## src/rtl/riscv_ctrl_pkg.sv

```systemverilog
// Shared decode constants for the RV64I ID-stage control unit: major opcodes,
// ALU operation and write-back select encodings, and the bundled control word.
package riscv_ctrl_pkg;

    localparam logic [6:0] OPC_LUI      = 7'b0110111;
    localparam logic [6:0] OPC_AUIPC    = 7'b0010111;
    localparam logic [6:0] OPC_JAL      = 7'b1101111;
    localparam logic [6:0] OPC_JALR     = 7'b1100111;
    localparam logic [6:0] OPC_BRANCH   = 7'b1100011;
    localparam logic [6:0] OPC_LOAD     = 7'b0000011;
    localparam logic [6:0] OPC_STORE    = 7'b0100011;
    localparam logic [6:0] OPC_OP_IMM   = 7'b0010011;
    localparam logic [6:0] OPC_OP       = 7'b0110011;
    localparam logic [6:0] OPC_MISC_MEM = 7'b0001111;
    localparam logic [6:0] OPC_SYSTEM   = 7'b1110011;

    typedef enum logic [3:0] {
        ALU_ADD   = 4'b0000,
        ALU_SUB   = 4'b0001,
        ALU_SLL   = 4'b0010,
        ALU_SLT   = 4'b0011,
        ALU_SLTU  = 4'b0100,
        ALU_XOR   = 4'b0101,
        ALU_SRL   = 4'b0110,
        ALU_SRA   = 4'b0111,
        ALU_OR    = 4'b1000,
        ALU_AND   = 4'b1001,
        ALU_LUI   = 4'b1010,
        ALU_AUIPC = 4'b1011
    } alu_op_e;

    // 2'b11 is reserved and never produced by the decoder.
    typedef enum logic [1:0] {
        WB_ALU = 2'b00,
        WB_MEM = 2'b01,
        WB_PC4 = 2'b10
    } wb_sel_e;

    typedef struct packed {
        logic    reg_write;
        logic    mem_read;
        logic    mem_write;
        logic    branch;
        logic    jump;
        logic    alu_src;
        alu_op_e alu_op;
        wb_sel_e wb_sel;
    } ctrl_t;

    localparam ctrl_t CTRL_NOP = '0;

endpackage

```

## src/rtl/riscv_alu_op_decoder.sv

```systemverilog
// ALU operation decode shared by OP (register) and OP-IMM (immediate) instructions.
// For immediates funct7[0] is shamt[5], so only funct7[6:1] qualifies shifts.
module riscv_alu_op_decoder
    import riscv_ctrl_pkg::*;
(
    input  logic [2:0] funct3,
    input  logic [6:0] funct7,
    input  logic       is_reg,
    output alu_op_e    alu_op,
    output logic       sub_illegal
);

    logic base_s;
    logic alt_s;

    assign base_s = is_reg ? (funct7 == 7'b0000000) : (funct7[6:1] == 6'b000000);
    assign alt_s  = is_reg ? (funct7 == 7'b0100000) : (funct7[6:1] == 6'b010000);

    // Select the ALU operation from funct3 and qualify it against funct7.
    always_comb begin
        alu_op      = ALU_ADD;
        sub_illegal = 1'b0;
        case (funct3)
            3'b000: begin
                if (is_reg && alt_s) begin
                    alu_op = ALU_SUB;
                end else if (!is_reg || base_s) begin
                    alu_op = ALU_ADD;
                end else begin
                    sub_illegal = 1'b1;
                end
            end
            3'b001: begin
                if (base_s) begin
                    alu_op = ALU_SLL;
                end else begin
                    sub_illegal = 1'b1;
                end
            end
            3'b101: begin
                if (base_s) begin
                    alu_op = ALU_SRL;
                end else if (alt_s) begin
                    alu_op = ALU_SRA;
                end else begin
                    sub_illegal = 1'b1;
                end
            end
            3'b010:  alu_op = ALU_SLT;
            3'b011:  alu_op = ALU_SLTU;
            3'b100:  alu_op = ALU_XOR;
            3'b110:  alu_op = ALU_OR;
            3'b111:  alu_op = ALU_AND;
            default: sub_illegal = 1'b1;
        endcase
        // Non-shift register forms accept only funct7 = 0000000.
        if (is_reg && !base_s && (funct3 != 3'b000) && (funct3 != 3'b001) && (funct3 != 3'b101)) begin
            sub_illegal = 1'b1;
        end else begin
            sub_illegal = sub_illegal;
        end
    end

endmodule

```

## src/rtl/riscv_control_unit.sv

```systemverilog
// RV64I ID-stage main decoder: combinational control generation plus a sticky
// flag and saturating counter of illegal instructions for debug/CSR visibility.
module riscv_control_unit
    import riscv_ctrl_pkg::*;
#(
    parameter int CNT_W = 8
) (
    input  logic             clk,
    input  logic             rst,
    input  logic             instr_valid,
    input  logic [6:0]       opcode,
    input  logic [2:0]       funct3,
    input  logic [6:0]       funct7,
    output logic             reg_write,
    output logic             mem_read,
    output logic             mem_write,
    output logic             branch,
    output logic             jump,
    output logic             alu_src,
    output logic [3:0]       alu_op,
    output logic [1:0]       wb_sel,
    output logic             illegal_instr,
    output logic             illegal_seen,
    output logic [CNT_W-1:0] illegal_count
);

    ctrl_t            ctrl_s;
    ctrl_t            out_s;
    logic             illegal_s;
    logic             is_reg_s;
    alu_op_e          dec_alu_op_s;
    logic             dec_illegal_s;
    logic             illegal_seen_r;
    logic [CNT_W-1:0] illegal_count_r;

    assign is_reg_s = (opcode == OPC_OP);

    riscv_alu_op_decoder u_alu_op_decoder (
        .funct3      (funct3),
        .funct7      (funct7),
        .is_reg      (is_reg_s),
        .alu_op      (dec_alu_op_s),
        .sub_illegal (dec_illegal_s)
    );

    // Opcode decode into a raw control word plus an illegal-encoding flag.
    always_comb begin
        ctrl_s    = CTRL_NOP;
        illegal_s = 1'b0;
        case (opcode)
            OPC_LUI: begin
                ctrl_s.reg_write = 1'b1;
                ctrl_s.alu_src   = 1'b1;
                ctrl_s.alu_op    = ALU_LUI;
            end
            OPC_AUIPC: begin
                ctrl_s.reg_write = 1'b1;
                ctrl_s.alu_src   = 1'b1;
                ctrl_s.alu_op    = ALU_AUIPC;
            end
            OPC_JAL: begin
                ctrl_s.reg_write = 1'b1;
                ctrl_s.jump      = 1'b1;
                ctrl_s.wb_sel    = WB_PC4;
            end
            OPC_JALR: begin
                ctrl_s.reg_write = 1'b1;
                ctrl_s.jump      = 1'b1;
                ctrl_s.alu_src   = 1'b1;
                ctrl_s.wb_sel    = WB_PC4;
                illegal_s        = (funct3 != 3'b000);
            end
            OPC_BRANCH: begin
                ctrl_s.branch = 1'b1;
                illegal_s     = (funct3 == 3'b010) || (funct3 == 3'b011);
            end
            OPC_LOAD: begin
                ctrl_s.reg_write = 1'b1;
                ctrl_s.mem_read  = 1'b1;
                ctrl_s.alu_src   = 1'b1;
                ctrl_s.wb_sel    = WB_MEM;
                illegal_s        = (funct3 == 3'b111);
            end
            OPC_STORE: begin
                ctrl_s.mem_write = 1'b1;
                ctrl_s.alu_src   = 1'b1;
                illegal_s        = funct3[2];
            end
            OPC_OP_IMM, OPC_OP: begin
                ctrl_s.reg_write = 1'b1;
                ctrl_s.alu_src   = !is_reg_s;
                ctrl_s.alu_op    = dec_alu_op_s;
                illegal_s        = dec_illegal_s;
            end
            OPC_MISC_MEM, OPC_SYSTEM: begin
                ctrl_s = CTRL_NOP;
            end
            default: begin
                illegal_s = 1'b1;
            end
        endcase
    end

    // An illegal encoding must leave no architectural side effect.
    always_comb begin
        if (illegal_s) begin
            out_s = CTRL_NOP;
        end else begin
            out_s = ctrl_s;
        end
    end

    assign reg_write     = out_s.reg_write;
    assign mem_read      = out_s.mem_read;
    assign mem_write     = out_s.mem_write;
    assign branch        = out_s.branch;
    assign jump          = out_s.jump;
    assign alu_src       = out_s.alu_src;
    assign alu_op        = out_s.alu_op;
    assign wb_sel        = out_s.wb_sel;
    assign illegal_instr = illegal_s;

    // Sticky illegal flag and saturating illegal counter; reset wins.
    always_ff @(posedge clk) begin
        if (rst) begin
            illegal_seen_r  <= 1'b0;
            illegal_count_r <= {CNT_W{1'b0}};
        end else if (instr_valid && illegal_s) begin
            illegal_seen_r <= 1'b1;
            if (illegal_count_r != {CNT_W{1'b1}}) begin
                illegal_count_r <= illegal_count_r + {{(CNT_W-1){1'b0}}, 1'b1};
            end else begin
                illegal_count_r <= illegal_count_r;
            end
        end else begin
            illegal_seen_r  <= illegal_seen_r;
            illegal_count_r <= illegal_count_r;
        end
    end

    assign illegal_seen  = illegal_seen_r;
    assign illegal_count = illegal_count_r;

endmodule

```

## config.mk

```make
export PLATFORM = sky130hd
export DESIGN_NAME = riscv_control_unit
export DESIGN_NICKNAME = d
export VERILOG_FILES = /design/src/rtl/riscv_ctrl_pkg.sv /design/src/rtl/riscv_alu_op_decoder.sv /design/src/rtl/riscv_control_unit.sv
export SDC_FILE = /design/constraint.sdc
export NUM_CORES = 1
export LEC_CHECK = 0
export BUFFER_PORTS_ARGS = -buffer_cell sky130_fd_sc_hd__buf_2
export CAP_MARGIN = 15
export CORE_UTILIZATION = 46
export DETAILED_ROUTE_END_ITERATION = 6
export GPL_TIMING_DRIVEN = 0
export PLACE_DENSITY = 0.84
export SYNTH_ARGS = -nofsm -noshare
export SYNTH_HDL_FRONTEND = slang
export SYNTH_HIERARCHICAL = 1
export SYNTH_SLANG_ARGS = --single-unit
export TNS_END_PERCENT = 50
```

## constraint.sdc

```tcl
create_clock -name clk -period 2.8 [get_ports clk]
set_input_delay 0.14 -clock clk [delete_from_list [all_inputs] [get_ports clk]]
set_output_delay 0.14 -clock clk [all_outputs]
set_load 0.02 [all_outputs]
```

==> flow_summary.ini, run 1 <==
[clock_network]
clock_sinks = 9
worstSkewPairLatency_ns = 0.26
cts_root_buffer = clkbuf_4
tritoncts = built
clkTransAtPathRegs_ns = 0.06
h-tree-depth = 1
cts_buffers = 3
cts_max_path_buffers = 2

[cells_and_area]
syn_to_final_growth_pct = 28.9
layout.nets = 190
fin_area_mm2 = 0.00115
drive_gt1_share_pct = 33.9
num_antenna_cells = 0
regArea_um2 = 180
multi_input_area_um2 = 662
instances_no_fill = 193
fill_cells = 160

[global_routing]
grt_max_degree = 13
grt_use_met3_pct = 2.75
gr-total-overflow = 0
grt_pass1_wl_um = 3530
grt.busiest_layer = met2
first_global_vias = 893
antenna_found_initial = 0
gr-usage-met2_pct = 40.8
grt.total_usage_pct = 22.4
gr-usage-met1_pct = 23.9

[synthesis]
synth_ff_type = dfxtp_1
synth_cells = 124
synth-xor-area-share_pct = 0.978
synth_compound_gate_area_share_pct = 25.7
synth_simple_gate_area_share_pct = 42.3
synthAdderAreaFrac_pct = 1.40
synth_edf_count = 0
synthDistinctLibCells = 50
syn-num-nets = 145
ys_seq_area_share_pct = 20.1
netlist_area_um2 = 896
synth_seq_cells = 9
synth_top_family_by_area = simple AND/OR/NAND/NOR gates
muxShareOfSynthArea_pct = 3.49
synthArstFlopShare_pct = 0
ys_warn_count = 6
syn_area_per_cell_um2 = 7.22

[placement]
dp.cells = 189
io_buffers = 40
gp_congestion = 0.853
placed_area_mm2 = 0.00113
dp.final_hpwl_um = 1810

[timing]
setup_viol = 0
finalHoldViolCount = 0
min_period_over_period_pct = 88.1
period_minus_slack_ns = 2.47
holdWs_ns = 0.256
fmax_mhz = 405
rsz0062_at_grt = false
fin_setup_tns_ns = 0
maxSlewViolCount = 0
tightest_slew_ns = 0.391
clock_skew_ns = 0.00202
slew_headroom_pct = 73.2

[floorplan]
die_width_um = 46.1
initial_core_util_pct = 50.2
core_area_mm2 = 0.00178
dieArea_mm2 = 0.00213
row_count = 15
die_h_um = 46.1
ios = 42

[pwr]
p_total_uw = 329
power_density_mw_per_mm2 = 285
peakVddDrop_v = 0.000162
p_leak_nw = 0.530

[detailed_routing]
via_per_inst = 5.73
post_drt_wl_per_cell_um = 11.8
vias = 1106
route.final.wire_length_um = 2270
drcViolationCount = 0
first_pass_iters = 4
drt_iter0_drc = 24
ant_nets = 0

[run]
maxCapViolCount = 0

[worst_setup_path]
path_class = input port to output port
reg2reg_setup_slack_ns = 1.07
crit_arrival_ns = 2.33
worstPathRequired_ns = 2.66
end_kind = output port
start_kind = input port
crit_fanout = 10

[outcome]
status = finished clean

[min_path]
hold_path_class = input port to flop
-- through the flow --
| stage | worst slack [ns] | util [%] |
|---|---|---|
| after floorplan | 0.308 | - |
| after global placement | 0.309 | 63.2 |
| final | 0.334 | 64.8 |
| after detailed placement | 0.260 | 63.2 |
| after CTS | 0.253 | 64.7 |
| after global routing | 0.0711 | 64.8 |
-- worst paths after layout --
path | end | cells after the start | from
worst max-delay path | alu_op[2] | 10 | opcode[4]
worst min-delay path | illegal_count[6] | 3 | instr_valid
worst max register to register | illegal_count[7] | 6 | illegal_count[3]
worst min register to register | illegal_seen | 2 | illegal_seen
-- routing by layer --
layer | part of all wire [%] | vias up | wire (um)
li1 | - | 544 | -
met1 | 42 | 504 | 955
met2 | 50 | 49 | 1140
met3 | 4.9 | 9 | 112
met4 | 2.9 | 0 | 65
met5 | 0 | - | 0
-- placed cells by master, fill, tap and decap left out, drive strengths merged, types with 2 or more instances in the layout --
cell type,count
buf,43
nor2,20
a21oi,11
dfxtp,9
nand2,9
clkbuf,7
o21ai,6
inv,5
nand2b,5
nand3,4
nor2b,4
nand3b,3
and3,3
nor4,3
or2,3
a221o,2
mux2i,2
o211ai,2
a31oi,2
nor3,2
or4,2
-- critical path, cell delays in order --
cell and delay [ns]:
buf_2 0.08, clkbuf_1 0.28, nor2_1 0.09, and4b_1 0.18, or4_4 0.55, or2_1 0.26
buf_6 0.13, or2_4 0.25, nor3b_2 0.18, buf_2 0.18
-- cell type report --
class	instances	area share (%)
Multi-Input combinational cell	104	57.3
Timing Repair Buffer	40	17.3
Sequential cell	9	15.6
Buffer	6	3.14
Tap cell	25	2.71
Clock buffer	4	2.28
Inverter	5	1.63
-- state kept, by name (all words and copies together), names as in the netlist --
signal	cells
illegal_count	8
illegal_seen	1
-- cell families after synthesis --
| kind of cell | count (synthesis) |
|---|---|
| AND/OR/NAND/NOR | 65 |
| AO/OA/AOI/OAI | 34 |
| buffers and inverters | 11 |
| flip-flops | 9 |
| multiplexers | 3 |
| XOR/XNOR | 1 |
| adder cells (fa/ha/maj) | 1 |
-- power by group --
part	leakage (nW)	internal [mW]	switching, mW
Sequential	0.0732	0.132	0.00374
Clock	0.0150	0.0548	0.0435
Combinational	0.442	0.0396	0.0549
Total	0.530	0.227	0.102
-- Yosys cell counts, types with 2 or more instances --
cell type | count | share of area [%]
nand2_1 | 8 | 3.4
dfxtp_1 | 9 | 20
nand3b_1 | 3 | 2.5
inv_1 | 5 | 2.1
a221o_1 | 2 | 2.2
and3_1 | 3 | 2.1
mux2i_1 | 2 | 2.2
nor2b_1 | 4 | 2.8
nor2_1 | 20 | 8.4
o211ai_1 | 2 | 1.7
nor3_1 | 2 | 1.1
a21oi_1 | 11 | 6.1
a31oi_1 | 2 | 1.4
clkbuf_1 | 3 | 1.3
o21ai_0 | 5 | 2.8
nand3_1 | 4 | 2.2
nand2b_1 | 5 | 3.5
nor4_1 | 2 | 1.4
-- repair_timing --
action	CTS	global route
endpoints found under the setup margin	0	1
resized for setup	0	2
hold buffers	0	0
setup buffers	0	0
(Power assumes the default switching activity.)
==> inputs of run 2 (changes only) <==
--- a/config.mk
+++ b/config.mk
@@ -5,12 +5,13 @@
 export SDC_FILE = /design/constraint.sdc
 export NUM_CORES = 1
 export LEC_CHECK = 0
+export ABC_AREA = 1
 export BUFFER_PORTS_ARGS = -buffer_cell sky130_fd_sc_hd__buf_2
 export CAP_MARGIN = 15
 export CORE_UTILIZATION = 46
 export DETAILED_ROUTE_END_ITERATION = 6
 export GPL_TIMING_DRIVEN = 0
-export PLACE_DENSITY = 0.84
+export PLACE_DENSITY = 0.8
 export SYNTH_ARGS = -nofsm -noshare
 export SYNTH_HDL_FRONTEND = slang
 export SYNTH_HIERARCHICAL = 1
==> flow_summary.ini, run 2 <==
[clock_network]
h-tree-depth = 1
cts_root_buffer = clkbuf_4
worstSkewPairLatency_ns = 0.26
cts_max_path_buffers = 2
clkTransAtPathRegs_ns = 0.06
clock_sinks = 9
cts_buffers = 3
cts_setup_buffers = 0
tritoncts = built

[synthesis]
yosysTopAreaCell = dfxtp_1
synthArstFlopShare_pct = 0
synth_common_cells = 47 x nand2_1, 37 x nor2_1, 36 x inv_1
synth_cells = 210
synth_edf_count = 0
syn_area_per_cell_um2 = 5.43
ys_seq_area_share_pct = 15.8
synth_ff_type = dfxtp_1
yosysMostFrequentCell = nand2_1
syn-num-nets = 231
synthDistinctLibCells = 29
synth_seq_cells = 9
ys_top_cells_by_area = dfxtp_1 16%, nand2_1 15%, nor2_1 12%
ys_warn_count = 6
netlist_area_mm2 = 0.00114
yosys.area.top_type_share_pct = 15.8

[timing]
fin_setup_tns_ns = 0
worst_slack_ns = 0.339
maxSlewViolCount = 0
period_minus_slack_ns = 2.46
tightest_slew_ns = 0.399
slew_headroom_pct = 73.4
rsz0062_at_grt = false
setup_viol = 0
fmax_mhz = 406
min_period_over_period_pct = 87.9
holdWs_ns = 0.0526
clock_skew_ns = 0.00563
finalHoldViolCount = 0

[cells_and_area]
final_cell_mix = 47 x nand2_1, 42 x buf_2, 36 x inv_1, 36 x nor2_1, 20 x nand3_1
largest_reg_flops = 8
num_antenna_cells = 0
drive_gt1_share_pct = 29.4
syn_to_final_growth_pct = 23.6
final_common_cell = nand2_1
fin_area_mm2 = 0.00141
layout.nets = 277
final_core_util_pct = 62.0

[worst_setup_path]
worstPathRequired_ns = 2.66
path_class = input port to output port
end_kind = output port
start_kind = input port
crit_arrival_ns = 2.32
crit_fanout = 10

[pwr]
power_density_mw_per_mm2 = 247
peakVddDrop_v = 0.000307
p_leak_nw = 0.815

[placement]
dp.final_hpwl_um = 2120
io_buffers = 41
gp_congestion = 0.846
post-place-ws_ns = 0.258
placed_area_mm2 = 0.00138

[floorplan]
core_area_mm2 = 0.00228
ios = 42
row_count = 17
die_h_um = 51.8
die_width_um = 51.8
initial_core_util_pct = 50.1
dieArea_mm2 = 0.00268

[detailed_routing]
vias = 1393
ant_nets = 0
drt_iter0_drc = 31
post_drt_wl_per_cell_um = 9.51
drcViolationCount = 0
route.final.wire_length_um = 2690
via_per_inst = 4.92
first_pass_iters = 6

[global_routing]
first_global_vias = 1188
grt_max_degree = 11
antenna_found_initial = 0
grt.total_usage_pct = 23.2
grt_pass1_wl_um = 4800
gr-total-overflow = 0

[run]
maxCapViolCount = 0

[outcome]
status = finished clean

[min_path]
hold_path_class = input port to flop
==> run 2: changes by cell type after synthesis, sizes merged, moves of 5 or more <==
cell	before	now
nand3	4	24
nand2	9	56
nand2b	5	0
nand4	0	8
inv	5	45
nor2	20	41
==> run 2: worst max-delay path: stages <==
cell       delay, ns
buf_2           0.13
inv_2           0.06
nand2_1         0.08
nor2_4          0.18
nand2_1         0.14
nor2_2          0.20
nand2_2         0.10
nand2_2         0.08
inv_2           0.05
nand2_4         0.07
o2111ai_1       0.10
nand2_1         0.09
nand3_1         0.07
nand2_1         0.09
nor2_2          0.05
nand3_4         0.12
buf_2           0.23
nor2_1          0.07
buf_4           0.13
buf_2           0.15
==> run 2: final timing paths <==
check                   startpoint               end  slack, ns  depth (start not counted)
setup reg to reg  illegal_count[0]  illegal_count[7]       1.27                         10
hold reg to reg       illegal_seen      illegal_seen       0.48                          2
hold / removal                 rst      illegal_seen       0.05                          2
setup / recovery         opcode[3]         wb_sel[0]       0.34                         20
==> run 2: area by class of cell <==
cell class | instances | area, um2
repair buffers | 41 | 205
plain buffers | 4 | 27.5
well taps | 28 | 35.0
inverters | 45 | 169
fillers | 236 | 866
flip-flops and latches | 9 | 180
clock buffers | 4 | 26.3
multi-input cells | 152 | 767
==> run 2: power breakdown <==
part | internal (mW) | switching [mW]
sequential | 0.133 | 0.00556
clock | 0.0549 | 0.0447
combinational | 0.0395 | 0.0698
==> run 2: through the flow <==
stage | total power, mW | instances
global route | 0.371 | 283
global placement | 0.249 | 279
floorplan | 0.212 | 210
detailed placement | 0.250 | 279
CTS | 0.348 | 283
finish | 0.348 | 283
==> run 2: routing by layer <==
layer  vias to the layer above  GRT usage (%)  wire (um)  part of all wire (%)
li1                        754              -          -                     -
met1                       588           31.2       1320                    49
met2                        47           37.9       1200                    45
met3                         4           3.51        144                   5.4
met4                         0           6.76         21                  0.78
met5                         -              0          0                     0
==> run 2: cell families after synthesis <==
kind of cell             share of synthesized area, %
buffers and inverters                            17.2
adder cells (fa/ha/maj)                          1.10
AND/OR/NAND/NOR                                  57.8
flip-flops                                       15.8
XOR/XNOR                                        0.768
AO/OA/AOI/OAI                                    7.35
==> run 2: timing repair <==
item,in CTS,in global routing
resized for setup,0,1
hold buffers,0,0
endpoints found under the setup margin,0,1
